[src/rtl/argon_pkg.sv]
// Shared types and constants for the argon register-file sequencer.
// The optional index-0 read skip is enabled with the ARGON_SEQ_R0_SKIP_EN macro.
package argon_pkg;

  localparam int unsigned DATA_W_DEF = 16;
  localparam int unsigned IDX_W_DEF  = 4;

  typedef logic [DATA_W_DEF-1:0] word_t;
  typedef logic [IDX_W_DEF-1:0]  reg_idx_t;

  typedef enum logic [2:0] {
    S_IDLE,
    S_SELECT,
    S_RD_A,
    S_RD_B,
    S_CAP,
    S_WR_C,
    S_RSP
  } seq_state_t;

  // Bit offsets of the three register indices inside the select word
  localparam int unsigned SEL_A_LSB = 0;
  localparam int unsigned SEL_B_LSB = 4;
  localparam int unsigned SEL_C_LSB = 8;

endpackage

[src/rtl/argon_regfile_sequencer.sv]
// Bus initiator that sequences select / read A / read B / write C strobes to the register file.
// Defining ARGON_SEQ_R0_SKIP_EN skips the bus cycle for reads of index 0.
module argon_regfile_sequencer
  import argon_pkg::*;
#(
  parameter int unsigned DATA_W = DATA_W_DEF,
  parameter int unsigned IDX_W  = IDX_W_DEF
) (
  input  logic              i_Clk,
  input  logic              i_Reset,
  input  logic              i_req_valid,
  output logic              o_req_ready,
  input  logic [IDX_W-1:0]  i_req_rA,
  input  logic [IDX_W-1:0]  i_req_rB,
  input  logic [IDX_W-1:0]  i_req_rC,
  input  logic              i_req_read_a,
  input  logic              i_req_read_b,
  input  logic              i_req_write_c,
  input  logic [DATA_W-1:0] i_req_wdata,
  output logic [DATA_W-1:0] o_bus_data,
  output logic              o_bus_valid,
  input  logic [DATA_W-1:0] i_bus_data,
  input  logic              i_bus_valid,
  output logic              o_selectLatch,
  output logic              o_outputA,
  output logic              o_outputB,
  output logic              o_latchC,
  output logic              o_rsp_valid,
  input  logic              i_rsp_ready,
  output logic [DATA_W-1:0] o_rsp_a,
  output logic [DATA_W-1:0] o_rsp_b,
  output logic              o_err
);

  seq_state_t        state_q, state_d;
  logic [IDX_W-1:0]  ra_q, ra_d, rb_q, rb_d, rc_q, rc_d;
  logic [DATA_W-1:0] wdata_q, wdata_d;
  logic              rd_a_q, rd_a_d, rd_b_q, rd_b_d, wr_c_q, wr_c_d;
  logic              cap_a_q, cap_a_d, cap_b_q, cap_b_d;
  logic [DATA_W-1:0] rsp_a_q, rsp_a_d, rsp_b_q, rsp_b_d;
  logic              req_ready_q, req_ready_d;
  logic              bus_valid_q, bus_valid_d;
  logic [DATA_W-1:0] bus_data_q, bus_data_d;
  logic              sel_q, sel_d, outa_q, outa_d, outb_q, outb_d, latc_q, latc_d;
  logic              rsp_valid_q, rsp_valid_d;
  logic              err_q, err_d;
  logic              acc_rd_a, acc_rd_b;
  logic [DATA_W-1:0] sel_word;

  // Reads that actually need a bus cycle
`ifdef ARGON_SEQ_R0_SKIP_EN
  assign acc_rd_a = i_req_read_a && (i_req_rA != '0);
  assign acc_rd_b = i_req_read_b && (i_req_rB != '0);
`else
  assign acc_rd_a = i_req_read_a;
  assign acc_rd_b = i_req_read_b;
`endif

  always_comb begin
    state_d  = state_q;
    ra_d     = ra_q;
    rb_d     = rb_q;
    rc_d     = rc_q;
    wdata_d  = wdata_q;
    rd_a_d   = rd_a_q;
    rd_b_d   = rd_b_q;
    wr_c_d   = wr_c_q;
    rsp_a_d  = rsp_a_q;
    rsp_b_d  = rsp_b_q;
    sel_word = '0;

    // Responder data is registered: capture one cycle after the read strobe
    cap_a_d = (state_q == S_RD_A);
    cap_b_d = (state_q == S_RD_B);
    if (cap_a_q) rsp_a_d = i_bus_data;
    if (cap_b_q) rsp_b_d = i_bus_data;

    err_d = err_q
          | ((outa_q | outb_q) & ~i_bus_valid)
          | (i_bus_valid & ~outa_q & ~outb_q);

    case (state_q)
      S_IDLE: begin
        if (i_req_valid) begin
          state_d = S_SELECT;
          ra_d    = i_req_rA;
          rb_d    = i_req_rB;
          rc_d    = i_req_rC;
          wdata_d = i_req_wdata;
          rd_a_d  = acc_rd_a;
          rd_b_d  = acc_rd_b;
          wr_c_d  = i_req_write_c;
          rsp_a_d = '0;
          rsp_b_d = '0;
        end
      end
      S_SELECT: begin
        if (rd_a_q)      state_d = S_RD_A;
        else if (rd_b_q) state_d = S_RD_B;
        else if (wr_c_q) state_d = S_WR_C;
        else             state_d = S_RSP;
      end
      S_RD_A:  state_d = rd_b_q ? S_RD_B : S_CAP;
      S_RD_B:  state_d = S_CAP;
      S_CAP:   state_d = wr_c_q ? S_WR_C : S_RSP;
      S_WR_C:  state_d = S_RSP;
      S_RSP:   if (i_rsp_ready) state_d = S_IDLE;
      default: state_d = S_IDLE;
    endcase

    sel_word[SEL_A_LSB +: IDX_W] = ra_d;
    sel_word[SEL_B_LSB +: IDX_W] = rb_d;
    sel_word[SEL_C_LSB +: IDX_W] = rc_d;

    // Outputs are registered and track the state being entered
    req_ready_d = (state_d == S_IDLE);
    sel_d       = (state_d == S_SELECT);
    outa_d      = (state_d == S_RD_A);
    outb_d      = (state_d == S_RD_B);
    latc_d      = (state_d == S_WR_C);
    rsp_valid_d = (state_d == S_RSP);
    bus_valid_d = sel_d | latc_d;
    bus_data_d  = '0;
    if (sel_d)  bus_data_d = sel_word;
    if (latc_d) bus_data_d = wdata_d;
  end

  always_ff @(posedge i_Clk) begin
    if (i_Reset) begin
      state_q     <= S_IDLE;
      ra_q        <= '0;
      rb_q        <= '0;
      rc_q        <= '0;
      wdata_q     <= '0;
      rd_a_q      <= 1'b0;
      rd_b_q      <= 1'b0;
      wr_c_q      <= 1'b0;
      cap_a_q     <= 1'b0;
      cap_b_q     <= 1'b0;
      rsp_a_q     <= '0;
      rsp_b_q     <= '0;
      req_ready_q <= 1'b1;
      bus_valid_q <= 1'b0;
      bus_data_q  <= '0;
      sel_q       <= 1'b0;
      outa_q      <= 1'b0;
      outb_q      <= 1'b0;
      latc_q      <= 1'b0;
      rsp_valid_q <= 1'b0;
      err_q       <= 1'b0;
    end else begin
      state_q     <= state_d;
      ra_q        <= ra_d;
      rb_q        <= rb_d;
      rc_q        <= rc_d;
      wdata_q     <= wdata_d;
      rd_a_q      <= rd_a_d;
      rd_b_q      <= rd_b_d;
      wr_c_q      <= wr_c_d;
      cap_a_q     <= cap_a_d;
      cap_b_q     <= cap_b_d;
      rsp_a_q     <= rsp_a_d;
      rsp_b_q     <= rsp_b_d;
      req_ready_q <= req_ready_d;
      bus_valid_q <= bus_valid_d;
      bus_data_q  <= bus_data_d;
      sel_q       <= sel_d;
      outa_q      <= outa_d;
      outb_q      <= outb_d;
      latc_q      <= latc_d;
      rsp_valid_q <= rsp_valid_d;
      err_q       <= err_d;
    end
  end

  assign o_req_ready   = req_ready_q;
  assign o_bus_data    = bus_data_q;
  assign o_bus_valid   = bus_valid_q;
  assign o_selectLatch = sel_q;
  assign o_outputA     = outa_q;
  assign o_outputB     = outb_q;
  assign o_latchC      = latc_q;
  assign o_rsp_valid   = rsp_valid_q;
  assign o_rsp_a       = rsp_a_q;
  assign o_rsp_b       = rsp_b_q;
  assign o_err         = err_q;

endmodule
[config.mk]
export PLATFORM = sky130hd
export DESIGN_NAME = argon_regfile_sequencer
export DESIGN_NICKNAME = d
export VERILOG_FILES = /design/src/rtl/argon_pkg.sv /design/src/rtl/argon_regfile_sequencer.sv
export SDC_FILE = /design/constraint.sdc
export NUM_CORES = 1
export LEC_CHECK = 0
export BUFFER_PORTS_ARGS = -buffer_cell sky130_fd_sc_hd__buf_2
export CAP_MARGIN = 20
export CORE_MARGIN = 4
export CORE_UTILIZATION = 46
export CTS_BUF_LIST = sky130_fd_sc_hd__clkbuf_4 sky130_fd_sc_hd__clkbuf_8
export DETAILED_ROUTE_END_ITERATION = 7
export GPL_TIMING_DRIVEN = 0
export PLACE_DENSITY = 0.75
export SLEW_MARGIN = 10
export SYNTH_ARGS = -nofsm -noshare
export SYNTH_HDL_FRONTEND = slang
export SYNTH_SLANG_ARGS = --single-unit
[constraint.sdc]
create_clock -name i_Clk -period 1.5 [get_ports i_Clk]
set_clock_uncertainty 0.15 [all_clocks]
set_input_delay 0.15 -clock i_Clk [delete_from_list [all_inputs] [get_ports i_Clk]]
set_output_delay 0.15 -clock i_Clk [all_outputs]
set_load 0.1 [all_outputs]
==> metrics.csv <==
metric,value,unit
worst vdd ir,0.00148,V
Max-cap violations,0,
post-synthesis net count,338,
clk_lat worst skew,0.34,ns
Avg Inst Size Synth,10.4,um^2
Layout area overhead,54.2,%
largest net degree at the start of global routing,17,
clk sinks,80,
Slew headroom,66.6,%
Root Buffer,clkbuf_8,
antenna-violating nets left,0,
Fillers,446,
drt drc,0,
CP endpoint kind,flip-flop,
initial antenna violation count,0,
vias in the first global route,2644,
final hold viol count,0,
CP Max Fanout,10,
Pre-antenna DRT Iters,4,
post-synthesis sequential element count,80,
power density over cell area,1780,mW/mm^2
vias per cell,4.94,
detailed placement HPWL,4790,um
crit path launch type,flip-flop,
unrepaired setup endpoints after global routing,yes,
I/O Pins,108,
IO buf count,106,
"Remaining Overflow, GRT",0,
Rows,29,
Initial Util,47.2,%
critical path class,reg2reg,
"Distinct cells, synth",35,
H-tree levels,3,
endpoints failing setup,72,
outcome,"complete, but fails checks",
overall die area,0.00783,mm^2
Antenna diodes,0,
Syn Inst Count,286,
final WL,7960,um
GR Util All Layers,20.1,%
mapped cell area,0.00298,mm^2
Leak,0.00200,uW
WL/cell,14.7,um
DR vias,2684,
Pins Over Slew Limit,0,
setup ws final,-0.240,ns
final period utilization,116,%
Critical Path RT,1.59,ns
Max Fclk,575,MHz
GP Congestion,0.793,
worst min path class,in2reg,
Inst Count DP,469,
Core Region,0.00631,mm^2
"Reg clk slew, reported paths",0.08,ns
failing checks,negative setup slack,
warning count from the yosys run,0,
CTS tree,built,
chip width,88.5,um
chip height,88.5,um
CP arrival,1.83,ns
post-synthesis sequential area ratio,53.8,%
minimum clock period,1.74,ns
CTS Buf Count,9,
Iter 0 DRT Violations,88,
final instance count without filler cells,543,
Clock Path Buffers,2,
share of cells above drive strength 1,44.4,%
Post-layout nets,514,
WHS,0.118,ns
global-route wire length before repair,12000,um
measured slew at the worst slew-check pin,0.504,ns
[cell families after synthesis]
logic type             count (synthesis)  synth area share, %
multiplexers                          32                 10.8
AO/OA/AOI/OAI                         44                 11.9
AND/OR/NAND/NOR                      106                 17.9
buffers and inverters                 24                 5.63
flip-flops                            80                 53.8
[flip-flops by register name (all words and copies together), names as in the netlist]
signal / flops
o_err: 1
o_rsp_valid: 1
rd_b_q: 1
o_bus_valid: 1
o_rsp_a: 16
o_outputB: 1
o_latchC: 1
rd_a_q: 1
wdata_q: 16
o_selectLatch: 1
o_outputA: 1
state_q: 3
o_bus_data: 16
o_req_ready: 1
cap_a_q: 1
cap_b_q: 1
o_rsp_b: 16
wr_c_q: 1
[per-layer routing]
| metal | routed length [um] | global-route usage, % |
|---|---|---|
| met3 | 588 | 5.87 |
| met5 | 0 | 0 |
| met1 | 3190 | 22.0 |
| met4 | 204 | 9.48 |
| met2 | 3970 | 35.5 |
[critical path, stage by stage, from the launching register on]
cell	delay [ns]
dfxtp_2	0.35
or4b_4	0.62
buf_12	0.19
nand2_2	0.06
a21oi_2	0.06
a22o_1	0.21
[final cells by class]
cell class              count  area [um^2]  area share [%]
flip-flops and latches     80         1610            35.1
multi-input cells         182         1290            28.1
repair buffers            168         1180            25.7
plain buffers              20          189            4.11
clock buffers              10          138            3.00
well taps                  77         96.3            2.10
clock inverters             5         81.3            1.77
inverters                   1         3.75          0.0817
[power breakdown]
| part | internal (uW) | total (uW) | leakage [uW] | switching (uW) |
|---|---|---|---|---|
| registers | 2460 | 2660 | 0.000653 | 200 |
| logic | 1340 | 3820 | 0.00124 | 2480 |
| clock network | 973 | 1710 | 0.000108 | 740 |
[path summary, 6_finish.rpt]
kind	depth (start not counted)	from	endpoint	slack [ns]
setup / recovery	5	state_q[1]	o_bus_data[7]	-0.24
hold reg to reg	2	wdata_q[14]	wdata_q[14]	0.31
hold / removal	4	i_rsp_ready	state_q[1]	0.12
setup reg to reg	5	state_q[1]	o_bus_data[7]	-0.24
[per-stage QoR]
stage	total power (uW)	util [%]	setup WS (ns)	TNS, ns	instance area (um^2)
detailed placement	5940	57.6	-0.334	-12.11	3640
floorplan	5370	-	-0.176	-6.04	3010
global placement	5890	57.6	-0.284	-12.44	3640
CTS	7930	70.5	-0.210	-8.77	4450
global route	8580	72.7	-0.294	-15.20	4590
finish	8200	72.7	-0.240	-10.98	4590
[cells in the mapped netlist]
cell type	number	area, um^2
nor4_2	1	12.5
buf_6	5	56.3
and2_2	1	7.51
nand2b_1	4	25.0
or3_1	1	6.26
a2bb2oi_4	1	26.3
a22o_1	13	114
nor2_4	1	11.3
buf_4	5	37.5
a31o_1	1	8.76
o21ai_1	1	5.00
buf_8	1	15.0
buf_1	4	15.0
a21oi_1	11	55.1
o31ai_1	1	7.51
mux2i_1	32	320
and4bb_1	2	25.0
nand2_2	10	62.6
and2_1	4	25.0
nor2b_1	3	18.8
nor4b_4	1	23.8
dfxtp_1	80	1600
buf_2	8	40.0
a311oi_2	1	15.0
nor3_1	4	20.0
a21oi_2	10	87.6
or4b_1	1	10.0
inv_1	1	3.75
nor3b_1	2	15.0
nand2_1	31	116
o21ai_0	2	10.0
a211oi_1	2	15.0
and2b_1	1	7.51
o221a_2	1	11.3
nor2_1	39	146
[what timing repair did]
action                                 CTS  global route
gates cloned                             0             5
hold buffers                            49             0
resized for setup                       26            10
endpoints found under the hold margin   64             0
pin swaps                                9            13
buffers inserted                         5             3
setup endpoints to repair               73            75
[layout by cell type (no fill, tap or decap), types with 10 or more instances in the layout]
cell type / Yosys / routed
clkbuf_8: 0 / 10
dfxtp_1: 80 / 75
a22o_1: 13 / 13
mux2i_1: 32 / 32
nand2_2: 10 / 17
dlygate4sd3_1: 0 / 49
a21oi_2: 10 / 17
nor2_1: 39 / 37
nand2_1: 31 / 24
buf_2: 8 / 111
(Power assumes the default switching activity.)
